File: src/rtl/ysyx_25030081_mc_ctrl_if.sv
// Shared memory port between the multi-cycle sequencer (master) and the memory (slave).
// The request holds until ready. Responses are one-cycle pulses, and err is qualified by resp_valid.
interface ysyx_25030081_mc_ctrl_if;
  logic mem_req_valid;
  logic mem_req_ready;
  logic mem_req_we;
  logic mem_req_fetch;
  logic mem_resp_valid;
  logic mem_resp_err;

  modport master (
    output mem_req_valid, mem_req_we, mem_req_fetch,
    input  mem_req_ready, mem_resp_valid, mem_resp_err
  );

  modport slave (
    input  mem_req_valid, mem_req_we, mem_req_fetch,
    output mem_req_ready, mem_resp_valid, mem_resp_err
  );
endinterface

File: src/rtl/ysyx_25030081_mc_ctrl.sv
// NPC multi-cycle sequencer: IF/EX/MEM/WB over one shared memory port; 4 cycles ALU, 6 load/store at zero wait; requests hold until ready.
// Halts on ebreak/bus error/illegal/timeout. YSYX_25030081_PERF_EN adds cycle_cnt/instret_cnt outputs.
module ysyx_25030081_mc_ctrl #(
  parameter int TIMEOUT_CYCLES = 255,
  parameter int CNT_W          = 64
) (
  input  logic                 clock,
  input  logic                 reset_n,
  ysyx_25030081_mc_ctrl_if.master bus,
  input  logic                 dec_reg_wen,
  input  logic                 dec_mem_ren,
  input  logic                 dec_mem_wen,
  input  logic                 dec_ebreak,
  input  logic                 dec_illegal,
  output logic                 ir_wen,
  output logic                 lsu_wen,
  output logic                 rf_wen,
  output logic                 pc_wen,
  output logic                 halt,
  output logic [1:0]           halt_code,
  output logic [2:0]           state
`ifdef YSYX_25030081_PERF_EN
  ,
  output logic [CNT_W-1:0]     cycle_cnt,
  output logic [CNT_W-1:0]     instret_cnt
`endif
);

  typedef enum logic [2:0] {
    S_IDLE     = 3'd0,
    S_IF_REQ   = 3'd1,
    S_IF_WAIT  = 3'd2,
    S_EX       = 3'd3,
    S_MEM_REQ  = 3'd4,
    S_MEM_WAIT = 3'd5,
    S_WB       = 3'd6,
    S_HALT     = 3'd7
  } state_t;

  localparam logic [1:0]  CODE_EBREAK  = 2'd0;
  localparam logic [1:0]  CODE_BUSERR  = 2'd1;
  localparam logic [1:0]  CODE_ILLEGAL = 2'd2;
  localparam logic [1:0]  CODE_TIMEOUT = 2'd3;
  localparam logic [31:0] TO_LAST      = 32'(TIMEOUT_CYCLES - 1);

  state_t      r_state;
  state_t      w_next;
  logic [1:0]  r_code;
  logic [1:0]  w_code;
  logic        r_reg_wen;
  logic        r_is_load;
  logic        r_is_store;
  logic [31:0] r_to_cnt;
  logic        w_to_hit;
  logic        w_timed;

  // A request/wait state counts its own dwell; the cycle reaching the limit halts unless served.
  assign w_timed  = (r_state == S_IF_REQ) || (r_state == S_IF_WAIT) ||
                    (r_state == S_MEM_REQ) || (r_state == S_MEM_WAIT);
  assign w_to_hit = (TIMEOUT_CYCLES != 0) && w_timed && (r_to_cnt == TO_LAST);

  always_comb begin
    w_next            = r_state;
    w_code            = r_code;
    bus.mem_req_valid = 1'b0;
    bus.mem_req_we    = 1'b0;
    bus.mem_req_fetch = 1'b0;
    ir_wen            = 1'b0;
    lsu_wen           = 1'b0;
    rf_wen            = 1'b0;
    pc_wen            = 1'b0;
    case (r_state)
      S_IDLE: w_next = S_IF_REQ;
      S_IF_REQ: begin
        bus.mem_req_valid = 1'b1;
        bus.mem_req_fetch = 1'b1;
        if (bus.mem_req_ready) begin
          w_next = S_IF_WAIT;
        end else if (w_to_hit) begin
          w_next = S_HALT;
          w_code = CODE_TIMEOUT;
        end
      end
      S_IF_WAIT: begin
        if (bus.mem_resp_valid) begin
          if (bus.mem_resp_err) begin
            w_next = S_HALT;
            w_code = CODE_BUSERR;
          end else begin
            ir_wen = 1'b1;
            w_next = S_EX;
          end
        end else if (w_to_hit) begin
          w_next = S_HALT;
          w_code = CODE_TIMEOUT;
        end
      end
      S_EX: begin
        if (dec_illegal) begin
          w_next = S_HALT;
          w_code = CODE_ILLEGAL;
        end else if (dec_ebreak) begin
          w_next = S_HALT;
          w_code = CODE_EBREAK;
        end else if (dec_mem_ren || dec_mem_wen) begin
          w_next = S_MEM_REQ;
        end else begin
          w_next = S_WB;
        end
      end
      S_MEM_REQ: begin
        bus.mem_req_valid = 1'b1;
        bus.mem_req_we    = r_is_store;
        if (bus.mem_req_ready) begin
          w_next = S_MEM_WAIT;
        end else if (w_to_hit) begin
          w_next = S_HALT;
          w_code = CODE_TIMEOUT;
        end
      end
      S_MEM_WAIT: begin
        if (bus.mem_resp_valid) begin
          if (bus.mem_resp_err) begin
            w_next = S_HALT;
            w_code = CODE_BUSERR;
          end else begin
            lsu_wen = r_is_load;
            w_next  = S_WB;
          end
        end else if (w_to_hit) begin
          w_next = S_HALT;
          w_code = CODE_TIMEOUT;
        end
      end
      S_WB: begin
        rf_wen = r_reg_wen;
        pc_wen = 1'b1;
        w_next = S_IF_REQ;
      end
      S_HALT: w_next = S_HALT;
      default: w_next = S_IDLE;
    endcase
  end

  always_ff @(posedge clock or negedge reset_n) begin
    if (!reset_n) begin
      r_state    <= S_IDLE;
      r_code     <= 2'd0;
      r_reg_wen  <= 1'b0;
      r_is_load  <= 1'b0;
      r_is_store <= 1'b0;
      r_to_cnt   <= '0;
    end else begin
      r_state <= w_next;
      r_code  <= w_code;
      if (r_state == S_EX) begin
        r_reg_wen  <= dec_reg_wen;
        r_is_load  <= dec_mem_ren;
        r_is_store <= dec_mem_wen;
      end
      // No state self-loops across visits, so any transition is an entry.
      if (w_next != r_state) begin
        r_to_cnt <= '0;
      end else if (w_timed) begin
        r_to_cnt <= r_to_cnt + 32'd1;
      end
    end
  end

  assign halt      = (r_state == S_HALT);
  assign halt_code = r_code;
  assign state     = r_state;

`ifdef YSYX_25030081_PERF_EN
  logic [CNT_W-1:0] r_cycle_cnt;
  logic [CNT_W-1:0] r_instret_cnt;

  always_ff @(posedge clock or negedge reset_n) begin
    if (!reset_n) begin
      r_cycle_cnt   <= '0;
      r_instret_cnt <= '0;
    end else begin
      if (r_state != S_HALT) begin
        r_cycle_cnt <= r_cycle_cnt + 1'b1;
      end
      if (r_state == S_WB) begin
        r_instret_cnt <= r_instret_cnt + 1'b1;
      end
    end
  end

  assign cycle_cnt   = r_cycle_cnt;
  assign instret_cnt = r_instret_cnt;
`else
  logic w_unused_cnt_w;
  assign w_unused_cnt_w = (CNT_W > 0);
`endif

endmodule
File: src/flat_wrapper.sv
// flat-port wrapper written by rule: the top's interface ports become plain ports
module ysyx_25030081_mc_ctrl_flat 
#(
  parameter int TIMEOUT_CYCLES = 255,
  parameter int CNT_W          = 64
)
  (clock, reset_n, dec_reg_wen, dec_mem_ren, dec_mem_wen, dec_ebreak, dec_illegal, ir_wen, lsu_wen, rf_wen, pc_wen, halt, halt_code, state, bus_mem_req_valid, bus_mem_req_we, bus_mem_req_fetch, bus_mem_req_ready, bus_mem_resp_valid, bus_mem_resp_err);
  ysyx_25030081_mc_ctrl_if bus_i ();
  input  logic clock;
  input  logic reset_n;
  input  logic dec_reg_wen;
  input  logic dec_mem_ren;
  input  logic dec_mem_wen;
  input  logic dec_ebreak;
  input  logic dec_illegal;
  output logic ir_wen;
  output logic lsu_wen;
  output logic rf_wen;
  output logic pc_wen;
  output logic halt;
  output logic [1:0] halt_code;
  output logic [2:0] state;
  output wire logic [$bits(bus_i.mem_req_valid)-1:0] bus_mem_req_valid;
  output wire logic [$bits(bus_i.mem_req_we)-1:0] bus_mem_req_we;
  output wire logic [$bits(bus_i.mem_req_fetch)-1:0] bus_mem_req_fetch;
  input wire logic [$bits(bus_i.mem_req_ready)-1:0] bus_mem_req_ready;
  input wire logic [$bits(bus_i.mem_resp_valid)-1:0] bus_mem_resp_valid;
  input wire logic [$bits(bus_i.mem_resp_err)-1:0] bus_mem_resp_err;
  assign bus_mem_req_valid = bus_i.mem_req_valid;
  assign bus_mem_req_we = bus_i.mem_req_we;
  assign bus_mem_req_fetch = bus_i.mem_req_fetch;
  assign bus_i.mem_req_ready = bus_mem_req_ready;
  assign bus_i.mem_resp_valid = bus_mem_resp_valid;
  assign bus_i.mem_resp_err = bus_mem_resp_err;
  ysyx_25030081_mc_ctrl #(.TIMEOUT_CYCLES(TIMEOUT_CYCLES), .CNT_W(CNT_W)) u_core (.clock(clock), .reset_n(reset_n), .bus(bus_i), .dec_reg_wen(dec_reg_wen), .dec_mem_ren(dec_mem_ren), .dec_mem_wen(dec_mem_wen), .dec_ebreak(dec_ebreak), .dec_illegal(dec_illegal), .ir_wen(ir_wen), .lsu_wen(lsu_wen), .rf_wen(rf_wen), .pc_wen(pc_wen), .halt(halt), .halt_code(halt_code), .state(state));
endmodule
File: config.mk
export PLATFORM = sky130hd
export DESIGN_NAME = ysyx_25030081_mc_ctrl_flat
export DESIGN_NICKNAME = d
export VERILOG_FILES = /design/src/rtl/ysyx_25030081_mc_ctrl_if.sv /design/src/rtl/ysyx_25030081_mc_ctrl.sv /design/src/flat_wrapper.sv
export SDC_FILE = /design/constraint.sdc
export NUM_CORES = 1
export LEC_CHECK = 0
export ABC_AREA = 1
export BUFFER_PORTS_ARGS = -buffer_cell sky130_fd_sc_hd__buf_2
export CORE_AREA = 5 5 78 80
export DETAILED_ROUTE_END_ITERATION = 8
export DIE_AREA = 0 0 83 85
export HOLD_SLACK_MARGIN = 0.03
export PLACE_DENSITY = 0.82
export RECOVER_POWER = 50
export SLEW_MARGIN = 0
export SYNTH_ARGS = -nofsm -noshare
export SYNTH_HDL_FRONTEND = slang
export SYNTH_SLANG_ARGS = --single-unit
File: constraint.sdc
create_clock -name clock -period 1.9 [get_ports clock]
set_clock_uncertainty 0.2 [all_clocks]
set_input_delay 0.38 -clock clock [delete_from_list [all_inputs] [get_ports clock]]
set_output_delay 0.38 -clock clock [all_outputs]
set_load 0.01 [all_outputs]
==> impl_metrics.tcl <==
set metrics [dict create \
    htreeDepth 2 \
    cap_violations 0 \
    ys_seq_area_share_pct 37.9 \
    dieArea_um2 7060 \
    root_buffer "clkbuf_8" \
    synth_area_leader_cell "dfrtp_1" \
    gr-total-overflow 0 \
    synthDistinctLibCells 28 \
    crit_fanout 6 \
    intPower_mw 2.95 \
    route.detailed.drc 0 \
    dr_wl_met3_um 750 \
    nets 494 \
    cp-start-kind "flip-flop" \
    rsz0062_at_grt "yes" \
    nFillCells 351 \
    rr_endpoint "u_core.r_to_cnt[14]" \
    numPortBuffers 22 \
    yosysWarnings 0 \
    clock_path_buffers 2 \
    max_slew_margin_pct 28.7 \
    tightestPinTransition_ps 1070 \
    powerDensity_nw_per_um2 1340 \
    synth_seq_cells 40 \
    cts_tree "yes" \
    rows 27 \
    rrSetupSlack_ps -540 \
    die_h_um 85 \
    top_layer "met4" \
    worstPathRequired_ps 1940 \
    finalMaxSlewViolations 0 \
    wl_um 9940 \
    setup_viol_count_final 42 \
    initial_core_util_pct 49.5 \
    ff2ff_path_depth 15 \
    fin_ws_ps -545 \
    pre_cts_slack_ps -362 \
    irDropWorstVdd_mv 0.958 \
    syn_inst 358 \
    hpwl_um 5220 \
    cts.sinks 40 \
    reg2reg_from "u_core.r_to_cnt[16]" \
    final_hold_viol_count 0 \
    clk_latency_ps 310 \
    final_layout_size_suffix_gt1_share_pct 44.3 \
    numCtsBuffers 5 \
    synth_top_area_share_pct 37.9 \
    status "finished, violations left" \
    synth.avg_cell_area_um2 7.38 \
    antenna_found_initial 0 \
    place_area_um2 3460 \
    syn_nets 370 \
    synth_area_leaders "dfrtp_1 38%, nand2_1 12%, nor2_2 7.8%, nor2_1 7.1%, xor2_1 7.0%" \
    p_switching_mw 2.38 \
    track_usage_pct 23.3 \
    vias 3117 \
    route.met2.wl_um 4860 \
    detail-route-antenna-nets 0 \
    via_per_inst 5.64 \
    p_seq_share_pct 20.0 \
    worstSetupStartpoint "u_core.r_to_cnt[16]" \
    avgRoutedWirePerCell_um 18.0 \
    period_needed_ps 2440 \
    leakage_nw 1.91 \
    critPathKind "reg2reg" \
    crit_path_end_kind "flip-flop" \
    p_sw_share_pct 44.6 \
    cp.arrival_ps 2490 \
    grt_pass1_vias 2900 \
    grt_start_max_net_pins 19 \
    hold_ws_ps 121 \
    die_x_um 83 \
    cp-endpoint "u_core.r_to_cnt[14]" \
    wirelength_met1_um 3610 \
    fin_total_pwr_mw 5.33 \
    synthesis.area_um2 2640 \
    synthToLayoutAreaGrowth_pct 50.3 \
    first_pass_iters 6 \
    n_antenna_cell 0 \
    num_io_pins 23 \
    post-route-period-util_pct 129 \
    postLayoutCellArea_um2 3970 \
    core_area_um2 5340 \
    grt_pass1_wl_um 13300 \
    clk_pin_slew_ps 80 \
    p_clk_share_pct 10.3 \
    power_frac_comb_pct 69.7 \
    place_congestion 0.890 \
    violations "negative setup slack" \
    drt_iter0_markers 423 \
    hold_class "in2reg" \
    clock.fmax_mhz 409 \
]
## power groups by stage
stage          Sequential [mW]  Clock, mW  Combinational (mW)
2_1_floorplan             1.06          0                1.58
4_1_cts                   1.05      0.548                3.06
3_3_place_gp              1.06          0                2.14
3_5_place_dp              1.06          0                2.19
6_report                  1.07      0.551                3.71
5_1_grt                   1.08      0.588                3.86
## synth_stat cells
cell type and count:
a21oi_1 4, a211oi_1 1, o21ai_0 9, nand2_2 4, nor3_2 1, nand3_2 5, o22ai_1 2, nor2_1 50
xnor2_1 5, nand2_1 81, nand4_1 11, inv_1 47, dfrtp_1 40, ha_1 2, nor2_8 1, buf_6 6
nor2_2 33, nand3_1 14, a21o_1 1, nor3_1 8, nor4_1 1, o21ai_1 1, xor2_1 21, or2_2 2
nor3b_1 2, and3_1 1, o21a_2 1, inv_2 4
## metrics by stage
stage	instances	TNS (ps)	utilization [%]
global route	553	-21350	74.4
CTS	541	-9460	70.3
floorplan	358	-3300	-
detailed placement	526	-11340	64.9
finish	553	-17630	74.4
global placement	526	-9320	64.9
## registers in the layout (all words and copies together) (netlist names)
name / count
u_core.r_to_cnt: 32
u_core.state: 3
u_core.halt_code: 2
u_core.r_is_load: 1
u_core.r_is_store: 1
u_core.r_reg_wen: 1
## critical path, cell delays in order (launching register included)
cell and delay (ps):
dfrtp_1 400, nor2_1 110, nand2_1 100, nor2_1 220, nand2_1 100, nor2_2 120, nand2_2 90, nand2_2 90
nand2_1 60, nand2_1 90, nor2_1 60, a21oi_2 200, nand3_4 140, buf_4 180, buf_16 140, nor2_2 80
## final cells by class
| class | instances | area (µm²) | share of cell area, % |
|---|---|---|---|
| Inverter | 51 | 204 | 5.14 |
| Clock buffer | 6 | 72.6 | 1.83 |
| Multi-Input combinational cell | 261 | 1580 | 39.8 |
| Sequential cell | 40 | 1000 | 25.3 |
| Timing Repair Buffer | 123 | 1020 | 25.6 |
| Tap cell | 72 | 90.1 | 2.27 |
## per-layer routing
layer  vias to the layer above  global-route usage (%)
met1                      1464                    27.8
met5                         -                       0
met4                         0                    9.36
met2                       217                    40.7
li1                       1359                       -
met3                        77                    5.05
## worst min path at each step
| stage | from | endpoint | slack [ps] | cells past startpoint |
|---|---|---|---|---|
| 2_1_floorplan | reset_n | u_core.halt_code[0] | -120 | 0 |
| 3_3_place_gp | reset_n | u_core.r_to_cnt[25] | 150 | 1 |
| 3_5_place_dp | reset_n | u_core.r_to_cnt[24] | 150 | 1 |
| 4_1_cts | dec_reg_wen | u_core.r_reg_wen | 90 | 3 |
| 5_1_grt | dec_mem_wen | u_core.r_is_store | 130 | 3 |
| 6_report | dec_mem_wen | u_core.r_is_store | 120 | 3 |
## kinds of logic after synthesis
family | after synthesis | share of synthesized area, %
and+or+nand+nor | 214 | 38.7
buffers and inverters | 57 | 9.81
DFF | 40 | 37.9
xor gates and xnor gates | 26 | 8.62
AOI/OAI and AO/OA | 19 | 4.03
adders and majority gates | 2 | 0.947
## timing repair
| action | in CTS | in global routing |
|---|---|---|
| resized for setup | 24 | 39 |
| hold buffers | 1 | 0 |
| hold endpoints to repair | 16 | 0 |
| endpoints found under the setup margin | 41 | 42 |
| setup buffers | 5 | 13 |
| pin swaps | 3 | 4 |
| gates cloned | 3 | 0 |
## cells in the final DEF (no fill, tap or decap), types with 4 or more instances in the layout
cell,synthesis,final
nor2_4,0,7
nand2_2,4,8
o21ai_0,9,7
buf_2,0,18
buf_4,0,86
inv_2,4,4
nor2_2,33,39
nand3_2,5,4
nor2_1,50,37
xnor2_1,5,5
xor2_1,21,21
clkbuf_8,0,5
nand4_1,11,11
nor3_1,8,8
buf_6,6,11
dfrtp_1,40,37
nand3_4,0,4
nand3_1,14,11
inv_1,47,44
nand2_1,81,74
Power figures use the tool's default switching activity.
